===== src/rtl/display_pkg.sv =====
// Shared types and helpers for the display shift-register transmitter.
// State encodings, default frame width and serial half-period computation.
package display_pkg;

  typedef enum logic [2:0] {
    IDLE,
    CLK_LO,
    CLK_HI,
    LATCH,
    DONE
  } state_t;

  localparam int DEFAULT_SHIFT_WIDTH = 48;

  // Half serial-clock period in system clocks, never less than one.
  function automatic int calc_half(input int sys_clk_hz, input int shift_clk_hz);
    int h;
    h = sys_clk_hz / (2 * shift_clk_hz);
    if (h < 1) h = 1;
    return h;
  endfunction

endpackage


===== src/rtl/shift_clk_divider.sv =====
// Half-period tick generator: one-cycle o_tick every H cycles while i_run is high.
// Count is held at zero while idle, so each run starts a fresh full half-period.
module shift_clk_divider #(
  parameter int H = 2
) (
  input  logic i_clk,
  input  logic i_reset,
  input  logic i_run,
  output logic o_tick
);

  localparam int CW = $clog2(H + 1);

  logic [CW-1:0] cnt_q;
  logic [CW-1:0] cnt_d;
  logic          at_end;

  assign at_end = (cnt_q == CW'(H - 1));
  assign o_tick = i_run && at_end;

  always_comb begin
    cnt_d = cnt_q;
    if (!i_run || at_end) begin
      cnt_d = '0;
    end else begin
      cnt_d = cnt_q + 1'b1;
    end
  end

  always_ff @(posedge i_clk) begin
    if (i_reset) begin
      cnt_q <= '0;
    end else begin
      cnt_q <= cnt_d;
    end
  end

endmodule


===== src/rtl/display_shift_tx.sv =====
// Serial frame transmitter: MSB-first on o_serial_data/o_serial_clk, then one latch strobe.
// Frame takes 2*H*SHIFT_WIDTH+H busy cycles; DISPLAY_SHIFT_TX_DOUBLE_BUFFER_EN adds a one-frame pending buffer.
module display_shift_tx
  import display_pkg::*;
#(
  parameter int SYS_CLK_HZ   = 5_000_000,
  parameter int SHIFT_CLK_HZ = 1_000_000,
  parameter int SHIFT_WIDTH  = DEFAULT_SHIFT_WIDTH
) (
  input  logic                   i_clk,
  input  logic                   i_reset,
  input  logic [SHIFT_WIDTH-1:0] i_data,
  input  logic                   i_start,
  output logic                   o_ready,
  output logic                   o_busy,
  output logic                   o_done,
  output logic                   o_serial_data,
  output logic                   o_serial_clk,
  output logic                   o_serial_latch
);

  localparam int H   = calc_half(SYS_CLK_HZ, SHIFT_CLK_HZ);
  localparam int BCW = $clog2(SHIFT_WIDTH + 1);

  state_t                 state_q, state_d;
  logic [SHIFT_WIDTH-1:0] sreg_q, sreg_d;
  logic [BCW-1:0]         bit_cnt_q, bit_cnt_d;
  logic                   ready_q, ready_d;
  logic                   busy_q, busy_d;
  logic                   done_q, done_d;
  logic                   sdata_q, sdata_d;
  logic                   sclk_q, sclk_d;
  logic                   latch_q, latch_d;

`ifdef DISPLAY_SHIFT_TX_DOUBLE_BUFFER_EN
  logic                   pend_vld_q, pend_vld_d;
  logic [SHIFT_WIDTH-1:0] pend_dat_q, pend_dat_d;
`endif

  logic run;
  logic tick;
  logic accept;

  assign run    = (state_q == CLK_LO) || (state_q == CLK_HI) || (state_q == LATCH);
  assign accept = i_start && ready_q;

  shift_clk_divider #(
    .H(H)
  ) u_div (
    .i_clk  (i_clk),
    .i_reset(i_reset),
    .i_run  (run),
    .o_tick (tick)
  );

  always_comb begin
    state_d   = state_q;
    sreg_d    = sreg_q;
    bit_cnt_d = bit_cnt_q;
`ifdef DISPLAY_SHIFT_TX_DOUBLE_BUFFER_EN
    pend_vld_d = pend_vld_q;
    pend_dat_d = pend_dat_q;
`endif

    unique case (state_q)
      IDLE, DONE: begin
        state_d = IDLE;
`ifdef DISPLAY_SHIFT_TX_DOUBLE_BUFFER_EN
        if (pend_vld_q) begin
          sreg_d     = pend_dat_q;
          bit_cnt_d  = '0;
          pend_vld_d = 1'b0;
          state_d    = CLK_LO;
        end else
`endif
        if (accept) begin
          sreg_d    = i_data;
          bit_cnt_d = '0;
          state_d   = CLK_LO;
        end
      end
      CLK_LO: begin
        if (tick) state_d = CLK_HI;
      end
      CLK_HI: begin
        // Shift on the falling edge so data only moves while the serial clock is low.
        if (tick) begin
          sreg_d    = {sreg_q[SHIFT_WIDTH-2:0], 1'b0};
          bit_cnt_d = bit_cnt_q + 1'b1;
          state_d   = (bit_cnt_q == BCW'(SHIFT_WIDTH - 1)) ? LATCH : CLK_LO;
        end
      end
      LATCH: begin
        if (tick) state_d = DONE;
      end
      default: state_d = IDLE;
    endcase

`ifdef DISPLAY_SHIFT_TX_DOUBLE_BUFFER_EN
    if (run && accept) begin
      pend_vld_d = 1'b1;
      pend_dat_d = i_data;
    end
`endif

    // Outputs are decoded from the next state so they leave the block registered.
    busy_d  = (state_d == CLK_LO) || (state_d == CLK_HI) || (state_d == LATCH);
    done_d  = (state_d == DONE);
    sclk_d  = (state_d == CLK_HI);
    latch_d = (state_d == LATCH);
    sdata_d = ((state_d == CLK_LO) || (state_d == CLK_HI)) ? sreg_d[SHIFT_WIDTH-1] : 1'b0;
`ifdef DISPLAY_SHIFT_TX_DOUBLE_BUFFER_EN
    ready_d = !pend_vld_d;
`else
    ready_d = (state_d == IDLE) || (state_d == DONE);
`endif
  end

  always_ff @(posedge i_clk) begin
    if (i_reset) begin
      state_q   <= IDLE;
      sreg_q    <= '0;
      bit_cnt_q <= '0;
      ready_q   <= 1'b1;
      busy_q    <= 1'b0;
      done_q    <= 1'b0;
      sdata_q   <= 1'b0;
      sclk_q    <= 1'b0;
      latch_q   <= 1'b0;
`ifdef DISPLAY_SHIFT_TX_DOUBLE_BUFFER_EN
      pend_vld_q <= 1'b0;
      pend_dat_q <= '0;
`endif
    end else begin
      state_q   <= state_d;
      sreg_q    <= sreg_d;
      bit_cnt_q <= bit_cnt_d;
      ready_q   <= ready_d;
      busy_q    <= busy_d;
      done_q    <= done_d;
      sdata_q   <= sdata_d;
      sclk_q    <= sclk_d;
      latch_q   <= latch_d;
`ifdef DISPLAY_SHIFT_TX_DOUBLE_BUFFER_EN
      pend_vld_q <= pend_vld_d;
      pend_dat_q <= pend_dat_d;
`endif
    end
  end

  assign o_ready        = ready_q;
  assign o_busy         = busy_q;
  assign o_done         = done_q;
  assign o_serial_data  = sdata_q;
  assign o_serial_clk   = sclk_q;
  assign o_serial_latch = latch_q;

endmodule


===== config.mk =====
export PLATFORM = sky130hd
export DESIGN_NAME = display_shift_tx
export DESIGN_NICKNAME = d
export VERILOG_FILES = /design/src/rtl/display_pkg.sv /design/src/rtl/shift_clk_divider.sv /design/src/rtl/display_shift_tx.sv
export SDC_FILE = /design/constraint.sdc
export NUM_CORES = 1
export LEC_CHECK = 0
export ABC_AREA = 1
export CORE_UTILIZATION = 43
export DETAILED_ROUTE_END_ITERATION = 10
export HOLD_SLACK_MARGIN = 0.02
export PLACE_DENSITY = 0.68
export SETUP_SLACK_MARGIN = 0.15
export SYNTH_ARGS = -nofsm -noshare
export SYNTH_HDL_FRONTEND = slang
export SYNTH_HIERARCHICAL = 1
export SYNTH_SLANG_ARGS = --single-unit

===== constraint.sdc =====
create_clock -name i_clk -period 2.84 [get_ports i_clk]
set_clock_uncertainty 0.2 [all_clocks]
set_input_delay 0.71 -clock i_clk [delete_from_list [all_inputs] [get_ports i_clk]]
set_output_delay 0.71 -clock i_clk [all_outputs]
set_load 0.1 [all_outputs]

==> reports/qor.yml, run 1 <==
run_status:
  status: "finished clean"
worst_setup_path:
  cpLargestDelayFamily: "simple AND/OR/NAND/NOR gates"
  worstPathRequired_ns: 2.90
  critPathArrivalTime_ns: 2.37
  cpMostUsedCell: "inv_1"
  endpoint_kind: "flip-flop"
  cp_num_buf_inv: 3
  start_kind: "flip-flop"
  crit_chain: "nor2_4 > nor2_1 > nand2_1 > inv_1 > inv_1 > nor2_8 > buf_12 > a22oi_2 > a21oi_2"
  slowest_stage: "dfxtp_1"
  crit_fanout: 29
  slowest_delay_ns: 0.46
  worstSetupPathType: "reg -> reg"
synthesis:
  synth_nets: 371
  synthSimpleGateAreaFrac_pct: 17.24
  yosys_warnings: 6
  synthAdderAreaFrac_pct: 0.8351
  synthCells: 318
  synth_top_family_by_area: "compound AO/OA/AOI/OAI gates"
  synthMuxAreaShare_pct: 0
  ys_ff_latch: 65
  synth-compound-area-share_pct: 29.65
  synth_xor_area_share_pct: 0.2923
  synthDistinctLibCells: 30
  yosysSeqAreaShare_pct: 43.42
  syn_area_um2: 2997
  synth.avg_cell_area_um2: 9.423
timing:
  fmax_ghz: 0.4325
  grt_setup_unrepaired: "false"
  worst_pin_slew_ns: 0.8320
  slew_headroom_pct: 44.45
  min_period_ns: 2.312
  maxSlewViolCount: 0
  period_share_pct: 81.41
  finalHoldViolations: 0
  tns_ns: 0
  setup_violations: 0
floorplan:
  io_pins: 57
  die_y_um: 85.48
  fp-row-count: 30
  dieArea_um2: 7307
  core_area_um2: 6756
  die_w_um: 85.48
  initial_utilization_pct: 44.35
grt:
  grt_pass1_vias: 2263
  track_usage_pct: 17.34
  antenna_found_initial: 0
  grt_pass1_wl_um: 9998
  grt_max_degree: 52
  grt_overflow: 0
routing:
  vias: 2341
  wl_um: 5800
  drt-initial-drc-count: 161
  postRouteAntennaNets: 0
  first_pass_iters: 4
  via_per_inst: 5.168
  drc: 0
  wl_per_cell_um: 12.80
layout:
  finalNetCount: 421
  design_area_um2: 3719
  area_growth_pct: 24.09
  drive_gt1_share_pct: 26.81
  seq_area_um2: 1301
  n_antenna_cell: 0
  multiInputGateArea_um2: 1439
  fill_cells: 618
clocking:
  cts_setup_buffers: 0
  insertion_delay_ns: 0.33
  cts_tree: "built"
  post_cts_resize_count: 0
  cts.sinks: 65
  cts_made_buffers: 9
  cts-hold-fix-buffers: 0
  cts_root_buffer: "clkbuf_8"
  h-tree-depth: 3
  clk_pin_slew_ns: 0.07
  cts_buffer_depth: 2
placed_design:
  dp_hpwl_um: 3714
  numPortBuffers: 56
  dpl-instance-area_um2: 3508
  gp_congestion: 0.7830
power:
  powerDensity_nw_per_um2: 586.8
  ir_drop_mv: 0.3657
  leakagePower_nw: 1.375
  power_mw: 2.182
worst_hold_path:
  hold_class: "reg -> reg"
run:
  max-cap-violations: 0
[per-layer routing]
layer,up-vias,routed length [um],track usage (%)
met4,0,97,7.727
met1,1093,2754,21.33
met5,-,0,0
met3,8,250,4.572
met2,42,2697,28.51
li1,1198,-,-
[per-stage QoR]
stage	setup WS (ns)	hold slack, ns	cells	util (%)
floorplan	0.7292	0.1962	318	-
finish	0.5279	0.2234	453	55.04
detailed placement	0.2282	0.2135	437	51.93
global route	0.3030	0.2367	453	55.04
CTS	0.5299	0.2229	453	55.04
global placement	0.2505	0.2042	437	51.93
[final cells by class]
class,count,share of cell area (%)
multi-input combinational,216,38.69
clock buffer,10,3.432
tap,80,2.692
clock inverter,6,2.221
timing repair buffer,60,16.35
inverter,16,1.615
sequential,65,34.99
[flip-flops by register name, indices dropped and copies added, names as in the netlist]
register        cells
sreg_q             48
bit_cnt_q           6
state_q             3
u_div/cnt_q         2
o_busy              1
o_done              1
o_ready             1
o_serial_clk        1
o_serial_data       1
o_serial_latch      1
[cell usage in the layout, fill, tap and decap left out, types with 2 or more instances in the layout]
cell / synthesis / routed
nor2_1: 14 / 14
buf_4: 5 / 7
ha_1: 2 / 2
buf_12: 3 / 3
inv_2: 3 / 3
nand2_1: 74 / 74
clkinv_2: 0 / 3
clkdlybuf4s50_1: 0 / 49
nand3_2: 3 / 3
nor2_4: 2 / 2
bufinv_16: 0 / 2
dfxtp_1: 65 / 65
inv_1: 13 / 13
nand2_2: 2 / 2
a22oi_1: 17 / 17
clkbuf_8: 0 / 9
a21oi_2: 32 / 32
a21oi_1: 21 / 21
nand4_1: 2 / 2
nand3_1: 9 / 9
a22oi_2: 29 / 29
nor4_1: 2 / 2
[cell usage after synthesis]
library cell	number	share of area (%)
inv_1	13	1.6
nand4_1	2	0.42
nor2_1	14	1.8
a22oi_1	17	4.3
a22oi_2	29	12
or2_2	1	0.21
nand3b_4	1	0.67
buf_12	3	2.0
ha_1	2	0.83
nor2_8	1	0.67
clkbuf_1	5	0.63
buf_6	5	1.9
buf_1	1	0.13
nor2_4	2	0.75
dfxtp_1	65	43
nor4_1	2	0.42
nand3_2	3	1.0
nor3_1	1	0.17
inv_2	3	0.38
nand3_1	9	1.5
buf_2	1	0.17
buf_4	5	1.3
a21o_1	1	0.25
buf_8	1	0.50
a21oi_1	21	3.5
nand2_2	2	0.42
nand2_1	74	9.3
o21ai_1	1	0.17
a21oi_2	32	9.4
xor2_1	1	0.29
[cell families (layout without fill, tap and decap cells)]
logic type               count (synthesis)  count (layout)
AND/OR/NAND/NOR                        112             112
adder cells (fa/ha/maj)                  2               2
AO/OA/AOI/OAI                          101             101
flip-flops                              65              65
buffers and inverters                   37              92
XOR/XNOR                                 1               1
[worst paths after layout]
| kind | from | end | slack (ns) | cells past startpoint |
|---|---|---|---|---|
| max | state_q[1] | sreg_q[39] | 0.53 | 9 |
| min | u_div/cnt_q[0] | u_div/cnt_q[0] | 0.22 | 1 |
| max reg2reg | state_q[1] | sreg_q[39] | 0.53 | 9 |
| min reg2reg | u_div/cnt_q[0] | u_div/cnt_q[0] | 0.22 | 1 |
[where the power goes]
part	total (mW)	internal (mW)	switching (mW)
combinational	0.346	0.158	0.189
sequential	1.00	0.969	0.0350
clock	0.832	0.490	0.342
(Power assumes the default switching activity.)
==> inputs of run 2 (changes only) <==
- clock period: 2.84 -> 2.24 ns (I/O delays scaled with it)
==> reports/qor.yml, run 2 (synthesis results as in run 1) <==
timing:
  period_share_pct: 87.10  # +5.7 points
  finalHoldViolations: 0  # unchanged
  worst_pin_slew_ns: 0.4594  # -0.3726 ns
  slew_headroom_pct: 69.37  # +25 points
  fmax_ghz: 0.5126  # +19%
  maxSlewViolCount: 0  # unchanged
  setup_violations: 0  # unchanged
  grt_setup_unrepaired: "false"
  tns_ns: 0  # unchanged
  min_period_ns: 1.951  # -0.3611 ns
floorplan:
  fp-row-count: 30  # unchanged
  die_w_um: 85.48  # unchanged
  initial_utilization_pct: 44.35  # unchanged
  die_y_um: 85.48  # unchanged
  io_pins: 57  # unchanged
  dieArea_um2: 7307  # unchanged
  core_area_um2: 6756  # unchanged
placed_design:
  gp_congestion: 0.7875  # +0.57%
  dp_hpwl_um: 3910  # +5.3%
  placed_cells: 443  # +1.4%
  numPortBuffers: 56  # unchanged
clocking:
  cts_tree: "built"
  insertion_delay_ns: 0.33  # about the same
  clk_pin_slew_ns: 0.06  # about the same
  h-tree-depth: 3  # unchanged
  cts.sinks: 65  # unchanged
  cts_buffer_depth: 2  # unchanged
  cts_made_buffers: 9  # unchanged
  cts_root_buffer: "clkbuf_8"
  cts-hold-fix-buffers: 0  # unchanged
worst_setup_path:
  critPathArrivalTime_ns: 2.01  # -0.36 ns
  start_kind: "flip-flop"
  worstPathRequired_ns: 2.30  # -0.60 ns
  worstSetupPathType: "reg -> reg"
  crit_fanout: 38  # +31%
  endpoint_kind: "flip-flop"
routing:
  wl_per_cell_um: 12.88  # +0.56%
  wl_um: 5910  # +1.9%
  vias: 2331  # -0.43%
  postRouteAntennaNets: 0  # unchanged
  drc: 0  # unchanged
  drt-initial-drc-count: 95  # -41%
  first_pass_iters: 5  # +1
  via_per_inst: 5.078  # -1.7%
grt:
  grt_overflow: 0  # unchanged
  antenna_found_initial: 0  # unchanged
  grt_pass1_wl_um: 10230  # +2.3%
  grt_pass1_vias: 2266  # +0.13%
  grt_max_degree: 39  # -25%
  track_usage_pct: 17.63  # +0.29 points
layout:
  layout_common_cells: "nand2_1, dfxtp_1, clkdlybuf4s50_1"
  n_antenna_cell: 0  # unchanged
  top_register: "sreg_q"
  area_growth_pct: 27.39
  final_common_cell: "nand2_1"
  largest_reg_flops: 48  # unchanged
  drive_gt1_share_pct: 28.76  # +2.0 points
  finalNetCount: 427  # +1.4%
  final_cells: 459  # +1.3%
  largestRegisters: "sreg_q: 48 flops, bit_cnt_q: 6 flops, state_q: 3 flops"
run:
  max-cap-violations: 0  # unchanged
worst_hold_path:
  hold_class: "reg -> reg"
power:
  powerDensity_nw_per_um2: 718.6  # +22%
  ir_drop_mv: 0.5390  # +47%
  leakagePower_nw: 1.424  # +3.6%
run_status:
  status: "finished clean"
## run 2: path summary, 6_finish.rpt
check | cells past startpoint | slack (ns) | endpoint | start
setup / recovery | 9 | 0.29 | sreg_q[13] | state_q[0]
hold / removal | 1 | 0.23 | u_div/cnt_q[0] | u_div/cnt_q[0]
setup reg to reg | 9 | 0.29 | sreg_q[13] | state_q[0]
hold reg to reg | 1 | 0.23 | u_div/cnt_q[0] | u_div/cnt_q[0]
## run 2: area by class of cell
class	instances	area (um2)
fill	604	2939
tap	80	100.1
clock inverter	1	5.005
sequential	65	1304
clock buffer	15	206.4
inverter	16	60.06
multi-input combinational	216	1439
timing repair buffer	66	703.2
## run 2: repair_timing
action	CTS	global route
setup endpoints to repair	0	31
buffers inserted	0	0
gates resized for setup	0	1
## run 2: report_power, final
| group | internal [mW] | switching, mW |
|---|---|---|
| combinational | 0.222 | 0.242 |
| sequential | 1.23 | 0.0462 |
| clock | 0.582 | 0.422 |
| total | 2.03 | 0.710 |
## run 2: critical path: stages (launching register included)
cell     delay (ns)
dfxtp_1        0.41
nor2_4         0.07
nor2_1         0.13
nand2_1        0.06
inv_1          0.16
inv_1          0.14
nor2_8         0.18
buf_12         0.25
a22oi_1        0.10
a21oi_1        0.15
## run 2: routing by layer
| metal | vias to the layer above | part of all wire [%] | GRT usage, % | routed length, um |
|---|---|---|---|---|
| li1 | 1209 | - | - | - |
| met2 | 50 | 47 | 29.31 | 2783 |
| met4 | 0 | 0.73 | 4.545 | 43 |
| met5 | - | 0 | 0 | 0 |
| met1 | 1068 | 47 | 21.93 | 2792 |
| met3 | 4 | 4.9 | 5.934 | 291 |
## run 2: stage by stage
step / instance area [um2] / hold WS (ns) / setup slack [ns] / utilization [%] / power (mW)
detailed placement: 3605 / 0.2175 / 0.1207 / 53.35 / 1.767
floorplan: 2998 / 0.1962 / 0.4704 / - / 1.618
global route: 3817 / 0.2475 / 0.1516 / 56.50 / 2.872
finish: 3817 / 0.2253 / 0.2890 / 56.50 / 2.743
global placement: 3605 / 0.2033 / 0.1372 / 53.35 / 1.762
CTS: 3816 / 0.2308 / 0.2092 / 56.48 / 2.772
==> inputs of run 3 (changes only) <==
- CTS_CLUSTER_SIZE: unset -> 20
==> results of run 3 <==
No change in the layout: final DEF, timing and power equal those of run 2.
